===== config.mk =====
export PLATFORM = sky130hd
export DESIGN_NAME = bnn_layer_sequencer
export DESIGN_NICKNAME = d
export VERILOG_FILES = /design/src/rtl/bnn_pkg.sv /design/src/rtl/bnn_argmax.sv /design/src/rtl/bnn_layer_sequencer.sv
export SDC_FILE = /design/constraint.sdc
export NUM_CORES = 1
export LEC_CHECK = 0
export ABC_CLOCK_PERIOD_IN_PS = 2500
export BUFFER_PORTS_ARGS = -buffer_cell sky130_fd_sc_hd__buf_2
export CORE_MARGIN = 4
export CORE_UTILIZATION = 49
export DETAILED_ROUTE_END_ITERATION = 10
export PLACE_DENSITY = 0.82
export SETUP_SLACK_MARGIN = 0.1
export SYNTH_ARGS = -nofsm -noshare
export SYNTH_HDL_FRONTEND = slang
export SYNTH_SLANG_ARGS = --single-unit

===== constraint.sdc =====
create_clock -name clk -period 2.5 [get_ports clk]
set_input_delay 0.125 -clock clk [delete_from_list [all_inputs] [get_ports clk]]
set_output_delay 0.125 -clock clk [all_outputs]
set_load 0.02 [all_outputs]

===== src/rtl/bnn_pkg.sv =====
// Shared types and constants for the binarized MNIST classifier controller.
package bnn_pkg;

    localparam int PASS_W  = 11;
    localparam int CLASS_W = 4;

    localparam logic [1:0] LAYER_NONE = 2'd0;
    localparam logic [1:0] LAYER_C1   = 2'd1;
    localparam logic [1:0] LAYER_C2   = 2'd2;
    localparam logic [1:0] LAYER_FC   = 2'd3;

    typedef enum logic [2:0] {
        SEQ_IDLE     = 3'd0,
        SEQ_C1_ISSUE = 3'd1,
        SEQ_C1_WAIT  = 3'd2,
        SEQ_C2_ISSUE = 3'd3,
        SEQ_C2_WAIT  = 3'd4,
        SEQ_FC_ISSUE = 3'd5,
        SEQ_FC_WAIT  = 3'd6,
        SEQ_OUT      = 3'd7
    } seq_state_e;

    // One-hot kernel memory strobe for a layer code; code 0 selects nothing.
    function automatic logic [2:0] layer_onehot(input logic [1:0] code);
        logic [2:0] oh;
        oh = 3'b000;
        case (code)
            LAYER_C1: oh = 3'b001;
            LAYER_C2: oh = 3'b010;
            LAYER_FC: oh = 3'b100;
            default:  oh = 3'b000;
        endcase
        return oh;
    endfunction

endpackage


===== src/rtl/bnn_argmax.sv =====
// Running argmax over the FC node scores; ties keep the lower index.
module bnn_argmax
    import bnn_pkg::*;
#(
    parameter int SCORE_W = 17,
    parameter int IDX_W   = CLASS_W
) (
    input  logic                      clk,
    input  logic                      rst_n,
    input  logic                      clear,
    input  logic                      sample,
    input  logic signed [SCORE_W-1:0] score,
    input  logic        [IDX_W-1:0]   index,
    output logic signed [SCORE_W-1:0] best_score,
    output logic        [IDX_W-1:0]   best_idx
);

    // Node 0 always loads so the stale cleared value never competes; later
    // nodes replace the best only when strictly greater.
    always_ff @(posedge clk) begin
        if (!rst_n || clear) begin
            best_score <= '0;
            best_idx   <= '0;
        end else if (sample && ((index == '0) || (score > best_score))) begin
            best_score <= score;
            best_idx   <= index;
        end
    end

endmodule


===== src/rtl/bnn_layer_sequencer.sv =====
// Central controller: accepts an image, steps the shared layer engine through
// conv1, conv2 and FC passes, tracks the FC argmax and returns the class.
// Optional watchdog on engine completion is enabled by defining BNN_SEQ_TIMEOUT_EN.
module bnn_layer_sequencer
    import bnn_pkg::*;
#(
    parameter int C1_PASSES      = 18,
    parameter int C2_PASSES      = 60,
    parameter int FC_NODES       = 10,
    parameter int SCORE_W        = 17,
    parameter int TIMEOUT_CYCLES = 4096
) (
    input  logic                      clk,
    input  logic                      rst_n,
    input  logic                      image_in_valid,
    output logic                      image_in_ready,
    output logic                      image_latch,
    input  logic                      kernel_in_valid,
    input  logic [1:0]                kernel_layer,
    output logic                      kernel_in_ready,
    output logic [2:0]                kernel_wr_en,
    output logic                      layer_go,
    output logic [1:0]                layer_sel,
    output logic [PASS_W-1:0]         pass_idx,
    input  logic                      layer_done,
    input  logic signed [SCORE_W-1:0] fc_score,
    output logic                      class_out_valid,
    input  logic                      class_out_ready,
    output logic [CLASS_W-1:0]        class_out,
    output logic                      busy,
    output logic                      err_timeout
);

    localparam logic [2:0] S_IDLE     = SEQ_IDLE;
    localparam logic [2:0] S_C1_ISSUE = SEQ_C1_ISSUE;
    localparam logic [2:0] S_C1_WAIT  = SEQ_C1_WAIT;
    localparam logic [2:0] S_C2_ISSUE = SEQ_C2_ISSUE;
    localparam logic [2:0] S_C2_WAIT  = SEQ_C2_WAIT;
    localparam logic [2:0] S_FC_ISSUE = SEQ_FC_ISSUE;
    localparam logic [2:0] S_FC_WAIT  = SEQ_FC_WAIT;
    localparam logic [2:0] S_OUT      = SEQ_OUT;

    localparam logic [PASS_W-1:0] C1_LAST = PASS_W'(C1_PASSES - 1);
    localparam logic [PASS_W-1:0] C2_LAST = PASS_W'(C2_PASSES - 1);
    localparam logic [PASS_W-1:0] FC_LAST = PASS_W'(FC_NODES - 1);

    logic [2:0]               state;
    logic [2:0]               state_d;
    logic [PASS_W-1:0]        pass_d;
    logic [1:0]               sel_d;
    logic                     is_idle;
    logic                     is_issue;
    logic                     is_wait;
    logic                     image_fire;
    logic                     timeout_hit;
    logic                     argmax_clear;
    logic                     argmax_sample;
    logic signed [SCORE_W-1:0] best_score_unused;

    assign is_idle    = (state == S_IDLE);
    assign is_issue   = (state == S_C1_ISSUE) || (state == S_C2_ISSUE) || (state == S_FC_ISSUE);
    assign is_wait    = (state == S_C1_WAIT)  || (state == S_C2_WAIT)  || (state == S_FC_WAIT);
    assign image_fire = rst_n && is_idle && image_in_valid && !kernel_in_valid;

    // Host-facing handshakes: only IDLE accepts work, and a kernel write wins
    // over an image arriving in the same cycle.
    assign kernel_in_ready = is_idle;
    assign image_in_ready  = is_idle && !kernel_in_valid;
    assign image_latch     = image_fire;
    assign kernel_wr_en    = (rst_n && is_idle && kernel_in_valid) ? layer_onehot(kernel_layer) : 3'b000;

    assign layer_go        = is_issue;
    assign busy            = !is_idle;
    assign class_out_valid = (state == S_OUT);

    // Next state and pass counter; done is only honoured in the WAIT states.
    always_comb begin
        state_d = state;
        pass_d  = pass_idx;
        sel_d   = LAYER_NONE;
        case (state)
            S_IDLE: begin
                if (image_fire) begin
                    state_d = S_C1_ISSUE;
                    pass_d  = '0;
                end
            end
            S_C1_ISSUE: state_d = S_C1_WAIT;
            S_C2_ISSUE: state_d = S_C2_WAIT;
            S_FC_ISSUE: state_d = S_FC_WAIT;
            S_C1_WAIT: begin
                if (layer_done) begin
                    if (pass_idx == C1_LAST) begin
                        state_d = S_C2_ISSUE;
                        pass_d  = '0;
                    end else begin
                        state_d = S_C1_ISSUE;
                        pass_d  = pass_idx + PASS_W'(1);
                    end
                end else if (timeout_hit) begin
                    state_d = S_IDLE;
                    pass_d  = '0;
                end
            end
            S_C2_WAIT: begin
                if (layer_done) begin
                    if (pass_idx == C2_LAST) begin
                        state_d = S_FC_ISSUE;
                        pass_d  = '0;
                    end else begin
                        state_d = S_C2_ISSUE;
                        pass_d  = pass_idx + PASS_W'(1);
                    end
                end else if (timeout_hit) begin
                    state_d = S_IDLE;
                    pass_d  = '0;
                end
            end
            S_FC_WAIT: begin
                if (layer_done) begin
                    if (pass_idx == FC_LAST) begin
                        state_d = S_OUT;
                        pass_d  = '0;
                    end else begin
                        state_d = S_FC_ISSUE;
                        pass_d  = pass_idx + PASS_W'(1);
                    end
                end else if (timeout_hit) begin
                    state_d = S_IDLE;
                    pass_d  = '0;
                end
            end
            S_OUT: begin
                if (class_out_ready) state_d = S_IDLE;
            end
            default: begin
                state_d = S_IDLE;
                pass_d  = '0;
            end
        endcase

        case (state_d)
            S_C1_ISSUE, S_C1_WAIT: sel_d = LAYER_C1;
            S_C2_ISSUE, S_C2_WAIT: sel_d = LAYER_C2;
            S_FC_ISSUE, S_FC_WAIT: sel_d = LAYER_FC;
            default:               sel_d = LAYER_NONE;
        endcase
    end

    // State, pass number and layer code are all registered together so the
    // engine sees them stable from ISSUE through the done cycle.
    always_ff @(posedge clk) begin
        if (!rst_n) begin
            state     <= S_IDLE;
            pass_idx  <= '0;
            layer_sel <= LAYER_NONE;
        end else begin
            state     <= state_d;
            pass_idx  <= pass_d;
            layer_sel <= sel_d;
        end
    end

    assign argmax_clear  = ((state == S_C2_WAIT) && (state_d == S_FC_ISSUE)) || timeout_hit;
    assign argmax_sample = (state == S_FC_WAIT) && layer_done;

    bnn_argmax #(
        .SCORE_W (SCORE_W),
        .IDX_W   (CLASS_W)
    ) u_argmax (
        .clk        (clk),
        .rst_n      (rst_n),
        .clear      (argmax_clear),
        .sample     (argmax_sample),
        .score      (fc_score),
        .index      (pass_idx[CLASS_W-1:0]),
        .best_score (best_score_unused),
        .best_idx   (class_out)
    );

`ifdef BNN_SEQ_TIMEOUT_EN
    logic [12:0] wd_cnt;
    logic        err_q;

    assign timeout_hit = is_wait && !layer_done && (wd_cnt == 13'(TIMEOUT_CYCLES - 1));
    assign err_timeout = err_q;

    // Watchdog restarts at every pass start and counts the cycles spent waiting.
    always_ff @(posedge clk) begin
        if (!rst_n || is_issue) begin
            wd_cnt <= '0;
        end else if (is_wait && !layer_done) begin
            wd_cnt <= wd_cnt + 13'd1;
        end
    end

    // Error pulse lines up with the cycle the controller is back in IDLE.
    always_ff @(posedge clk) begin
        if (!rst_n) begin
            err_q <= 1'b0;
        end else begin
            err_q <= timeout_hit;
        end
    end
`else
    localparam int unused_timeout_cycles = TIMEOUT_CYCLES;
    assign timeout_hit = 1'b0;
    assign err_timeout = 1'b0;
`endif

endmodule


Word level (Yosys, flattened, before mapping)
Cells that the tools add are included.
- bits in registers: 37
- bits of input ports: 25
- output and inout bits: 27
- $add $sub $neg: 1
- order comparisons: 1
- equality and inequality tests: 23
- muxes and demuxes: 20
- reductions and logical operators: 22
- operators by type and width (kind ; count):
    11-bit two-way mux ; 7
    11-bit one-hot mux with 4 select lines ; 1
    3-bit one-hot mux with 8 select lines ; 1
    3-bit == test, second input constant ; 7
    3-bit two-way mux ; 7
    17-bit greater-than comparator ; 1
    3-bit by 2-bit == test with 1-bit output, second input constant ; 4
    11-bit by 1-bit adder with 11-bit output, second input constant ; 1
    11-bit by 4-bit == test with 1-bit output, second input constant ; 1
    11-bit by 5-bit == test with 1-bit output, second input constant ; 1
    11-bit by 6-bit == test with 1-bit output, second input constant ; 1
    3-bit one-hot mux with 3 select lines ; 1
    1-bit logical AND ; 8
    2-bit != test, second input constant ; 4
    3-bit by 1-bit == test with 1-bit output, second input constant ; 2
    2-bit one-hot mux with 3 select lines ; 1
    2-bit OR reduction ; 3
    5-bit AND reduction ; 1
    2-bit == test, second input constant ; 2
    4-bit logical NOT ; 1
    1-bit logical OR ; 4
    2-bit two-way mux ; 2
    4-bit nonzero test ; 1
    1-bit logical NOT ; 3
    other kinds (2) ; 2

Depth between registers and ports, before layout
- word-level depth: 9
- mapped depth: 12
- gate-level depth less buffers: 11

Modules after synthesis
A second synthesis with hierarchy kept.
- cells, all modules: 288
- area, all modules: 2362.3 µm²
- modules (own cells, without submodules) (module ; times used ; cells an instance ; area an instance (µm²)):
    bnn_argmax ; 1 ; 162 ; 1342.5
    bnn_layer_sequencer ; 1 ; 126 ; 1019.7

Worst setup path before layout
OpenSTA, ideal clock, no wires.
- path kind: flip-flop to flip-flop
- start: register pass_idx[2]
- end: register u_argmax.best_score[5]
- data arrival time: 2456 ps
- required time: 2375 ps
- slack: -82 ps
- stages on the path, launching flop included: 11
- cell sequence: dfxtp_1 nor4_2 a41o_1 a21oi_1 o31ai_1 ha_1 nand3_1 o21ai_1 a311o_1 buf_6 o22ai_1
- word-level cells in the longest chain between the ends: 7
- elaborated cells between the ends (all ways): 16
- RTL lines (element ; RTL line ; source):
    start, declared ; bnn_layer_sequencer.sv:24 ; output logic [PASS_W-1:0] pass_idx,
    start signal, assigned ; bnn_layer_sequencer.sv:159 ; pass_idx <= pass_d;
    11-bit by 4-bit == test with 1-bit output (tied with other cells) ; bnn_layer_sequencer.sv:121 ; if (pass_idx == FC_LAST) begin
    2-bit two-way mux (tied with other cells) ; bnn_layer_sequencer.sv:121 ;
    3-bit two-way mux, on equally long branches ; bnn_layer_sequencer.sv:120, bnn_layer_sequencer.sv:92, bnn_layer_sequencer.sv:106 ;
    3-bit one-hot mux with 8 select lines ; bnn_layer_sequencer.sv:81 ; case (state)
    3-bit == test ; bnn_layer_sequencer.sv:164 ; assign argmax_clear = ((state == S_C2_WAIT) && (state_d == S_FC_ISSUE)) || timeout_hit;
    1-bit logical AND ; bnn_layer_sequencer.sv:164 ;
    1-bit logical OR ; bnn_argmax.sv:21 ; if (!rst_n || clear) begin
    end signal, assigned ; bnn_argmax.sv:25 ; best_score <= score;
    end, declared ; bnn_argmax.sv:14 ; output logic signed [SCORE_W-1:0] best_score,
Several ways; a longest one is shown, not always the timed one.
A chain may end at the register's enable or synchronous reset.

Final worst setup path
- start: register u_argmax.best_score[11]
- end: register u_argmax.best_score[3]
- word-level cells in the longest chain between the ends: 3
- RTL lines (element ; RTL line ; source):
    17-bit greater-than comparator ; bnn_argmax.sv:24 ; end else if (sample && ((index == '0) || (score > best_score))) begin
    1-bit logical OR ; bnn_argmax.sv:24 ;
    1-bit logical AND ; bnn_argmax.sv:24 ;
No other way between the ends.

==> run metrics <==
first-pass GRT wire length 9430 µm; Clk pin slew, worst setup/hold paths 0.08 ns; CTS tree yes; CP Cell Sequence inv_1, ha_4, nand4_1, or4_4, a31o_1, a311o_1, buf_4, buf_6, o22ai_2; Post-synth ARST share 0%; synthesized flop and latch total 37; I/O pin total 52; relative slew slack 59.7%; antenna violations before repair 0; Critical Path AT 2.70 ns; Post-Route Setup TNS 0 ns; initial DRC count 169; CP Max Fanout 4; YS warnings 0; max-cap violation count 0; largest net degree at the start of global routing 22; largest area contributor in the netlist dfxtp_1; drt wl/cell 15.6 µm; pwr dens 438 nW/µm²; Initial Util 52.0%; Synth area leaders dfxtp_1 32%, ha_1 13%, inv_1 7.3%; Antenna Nets Post-Route 0; Area Growth Syn to Fin 34.4%; H-Tree Depth 2; First-pass DRT Iterations 5; number of global-route vias before repair 2136; overall power 1.37 mW; min Tclk post-route 2.47 ns; CP required 2.73 ns; Seq/Total Area, Yosys 31.8%; cells on worst reg2reg path 9; RSZ-0062 raised after global routing yes; Post-synth EDFFs 0; Critical R2R Launch u_argmax.best_score[11]; delay-heaviest family, CP compound AO/OA/AOI/OAI gates; crit path kind register to register; status completed; Tightest Pin Transition 0.604 ns; Post-Syn Area per Cell 8.11 µm²; Worst setup SP type register; Max VDD drop 0.000441 V; CTS buffer count 5; register area 762 µm²; port buffer count 50; DP Wirelength 3940 µm; routed vias/inst 5.64; Buffers & Inverters on Critical Path 3; leakage 1.34 nW; Peak Freq 0.404 GHz; class of the worst hold path input pin to register; Layout Cells excl Fill 408; Core Rows 24; Synth cell types 50; root buffer cell clkbuf_8; Die Area 5920 µm²; Synth Cell Area 2330 µm²; fill cell count 343; Core Area 4470 µm²; final wirelength 6370 µm; Worst setup endpoint u_argmax.best_score[3]; CP max-delay cell or4_4; Worst path max stage delay 0.55 ns; ANT cells 0; Max Slew Vio Count 0; CTS hold repair buffers 0; Cell Area, Placed 2690 µm²; die width 76.9 µm; CP Depth 9; top_reg_cell synth dfxtp_1; Vert. Die Dim 76.9 µm; fraction of layout cells with a size suffix above 1 39.6%; crit share post-route 99.0%; total number of vias 2302; post-route cell area 3130 µm²; GP Congestion 0.847; CP endpoint kind register; Final setup viols 0; post-route setup slack 0.0254 ns; clk buf depth 2; post-synth top area share 31.8%; Clock Latency Late Sink 0.30 ns; Place WS 0.0728 ns; post-synth net total 336; drt drc 0; Total Routing Usage GR 19.1%; Post-Synthesis Cells 287; final hold violations 0; worst clock skew 0.0115 ns; reg2reg end u_argmax.best_score[3]; placed insts 388; beginning of the critical path u_argmax.best_score[11]; reg2reg setup slack 0.03 ns; area of the multi-input gates 1540 µm²; Nets 404; gr ovfl total 0; CTS sink cnt 37
## where the power goes
group | switching (mW) | internal, mW
registers | 0.00539 | 0.590
clock network | 0.225 | 0.397
logic | 0.0890 | 0.0633
## routing by layer
layer	up-vias	global-route usage (%)	share of wire, %
met5	-	0	0
met4	0	5.62	2.3
met3	21	3.98	5.9
met2	92	32.8	49
met1	1075	23.8	42
li1	1114	-	-
## metrics by stage
stage / hold WS, ns / util (%)
final: 0.0849 / 70.0
after global placement: 0.390 / 60.2
after CTS: 0.0780 / 63.6
after detailed placement: 0.394 / 60.2
after global routing: 0.101 / 70.0
after floorplan: 0.258 / -
## cells in the mapped netlist (3+ instances only)
library cell   n
o21ai_0        7
nor2_1        24
dfxtp_1       37
buf_2          5
xnor2_1        8
o22ai_1       12
a21oi_1        9
nor4b_1        3
clkbuf_1       6
inv_1         45
nand2_1       29
a31oi_1        6
ha_1          24
o22ai_2        9
nand3_1       10
nand2b_1       3
nand4_1        5
## worst min-delay path by stage
| stage | cells after the start | slack [ns] | to | from |
|---|---|---|---|---|
| 2_1_floorplan | 2 | 0.26 | u_argmax.best_score[5] | fc_score[5] |
| 3_3_place_gp | 3 | 0.39 | u_argmax.best_score[5] | fc_score[5] |
| 3_5_place_dp | 3 | 0.39 | u_argmax.best_score[5] | fc_score[5] |
| 4_1_cts | 3 | 0.08 | u_argmax.best_score[5] | fc_score[5] |
| 5_1_grt | 3 | 0.10 | u_argmax.best_score[7] | fc_score[7] |
| 6_report | 3 | 0.08 | u_argmax.best_score[9] | fc_score[9] |
## sequential cells by signal, summed over array words and instances (netlist names)
signal,count
u_argmax.best_score,17
pass_idx,11
state,3
u_argmax.best_idx,4
layer_sel,2
## tightest hold or removal path, stage by stage
cell and delay [ns]:
buf_2 0.10, inv_1 0.05, o22ai_1 0.07
## logic make-up after synthesis
| kind of cell | count (synthesis) | synth area share, % |
|---|---|---|
| flip-flops | 37 | 31.8 |
| AO/OA/AOI/OAI | 58 | 18.3 |
| multiplexers | 2 | 0.860 |
| adder cells (fa/ha/maj) | 24 | 12.9 |
| buffers and inverters | 60 | 10.7 |
| other | 1 | 0.161 |
| XOR/XNOR | 10 | 3.76 |
| AND/OR/NAND/NOR | 95 | 21.4 |
## timing repair
action,CTS,global route
pin swaps,1,16
gates cloned,0,2
resized for setup,3,48
hold endpoints to repair,0,0
setup buffers,0,10
endpoints found under the setup margin,21,22
## cells in the final DEF, fill, tap and decap left out, drive strengths merged, types with 3 or more instances in the layout
cell type  instances
a21oi              9
a31oi              6
buf               75
clkbuf             5
dfxtp             37
ha                24
inv               46
nand2             29
nand2b             3
nand3             10
nand4              5
nor2              24
nor3               3
nor4b              3
o21ai              8
o22ai             21
xnor2              8
## cell type report
| cell class | instances | area share (%) |
|---|---|---|
| multi-input cells | 190 | 49.3 |
| flip-flops and latches | 37 | 24.3 |
| repair buffers | 75 | 14.5 |
| inverters | 46 | 5.52 |
| clock buffers | 5 | 2.20 |
| clock inverters | 3 | 2.08 |
| well taps | 52 | 2.08 |
Note: power is estimated with default switching activity, not from simulation.
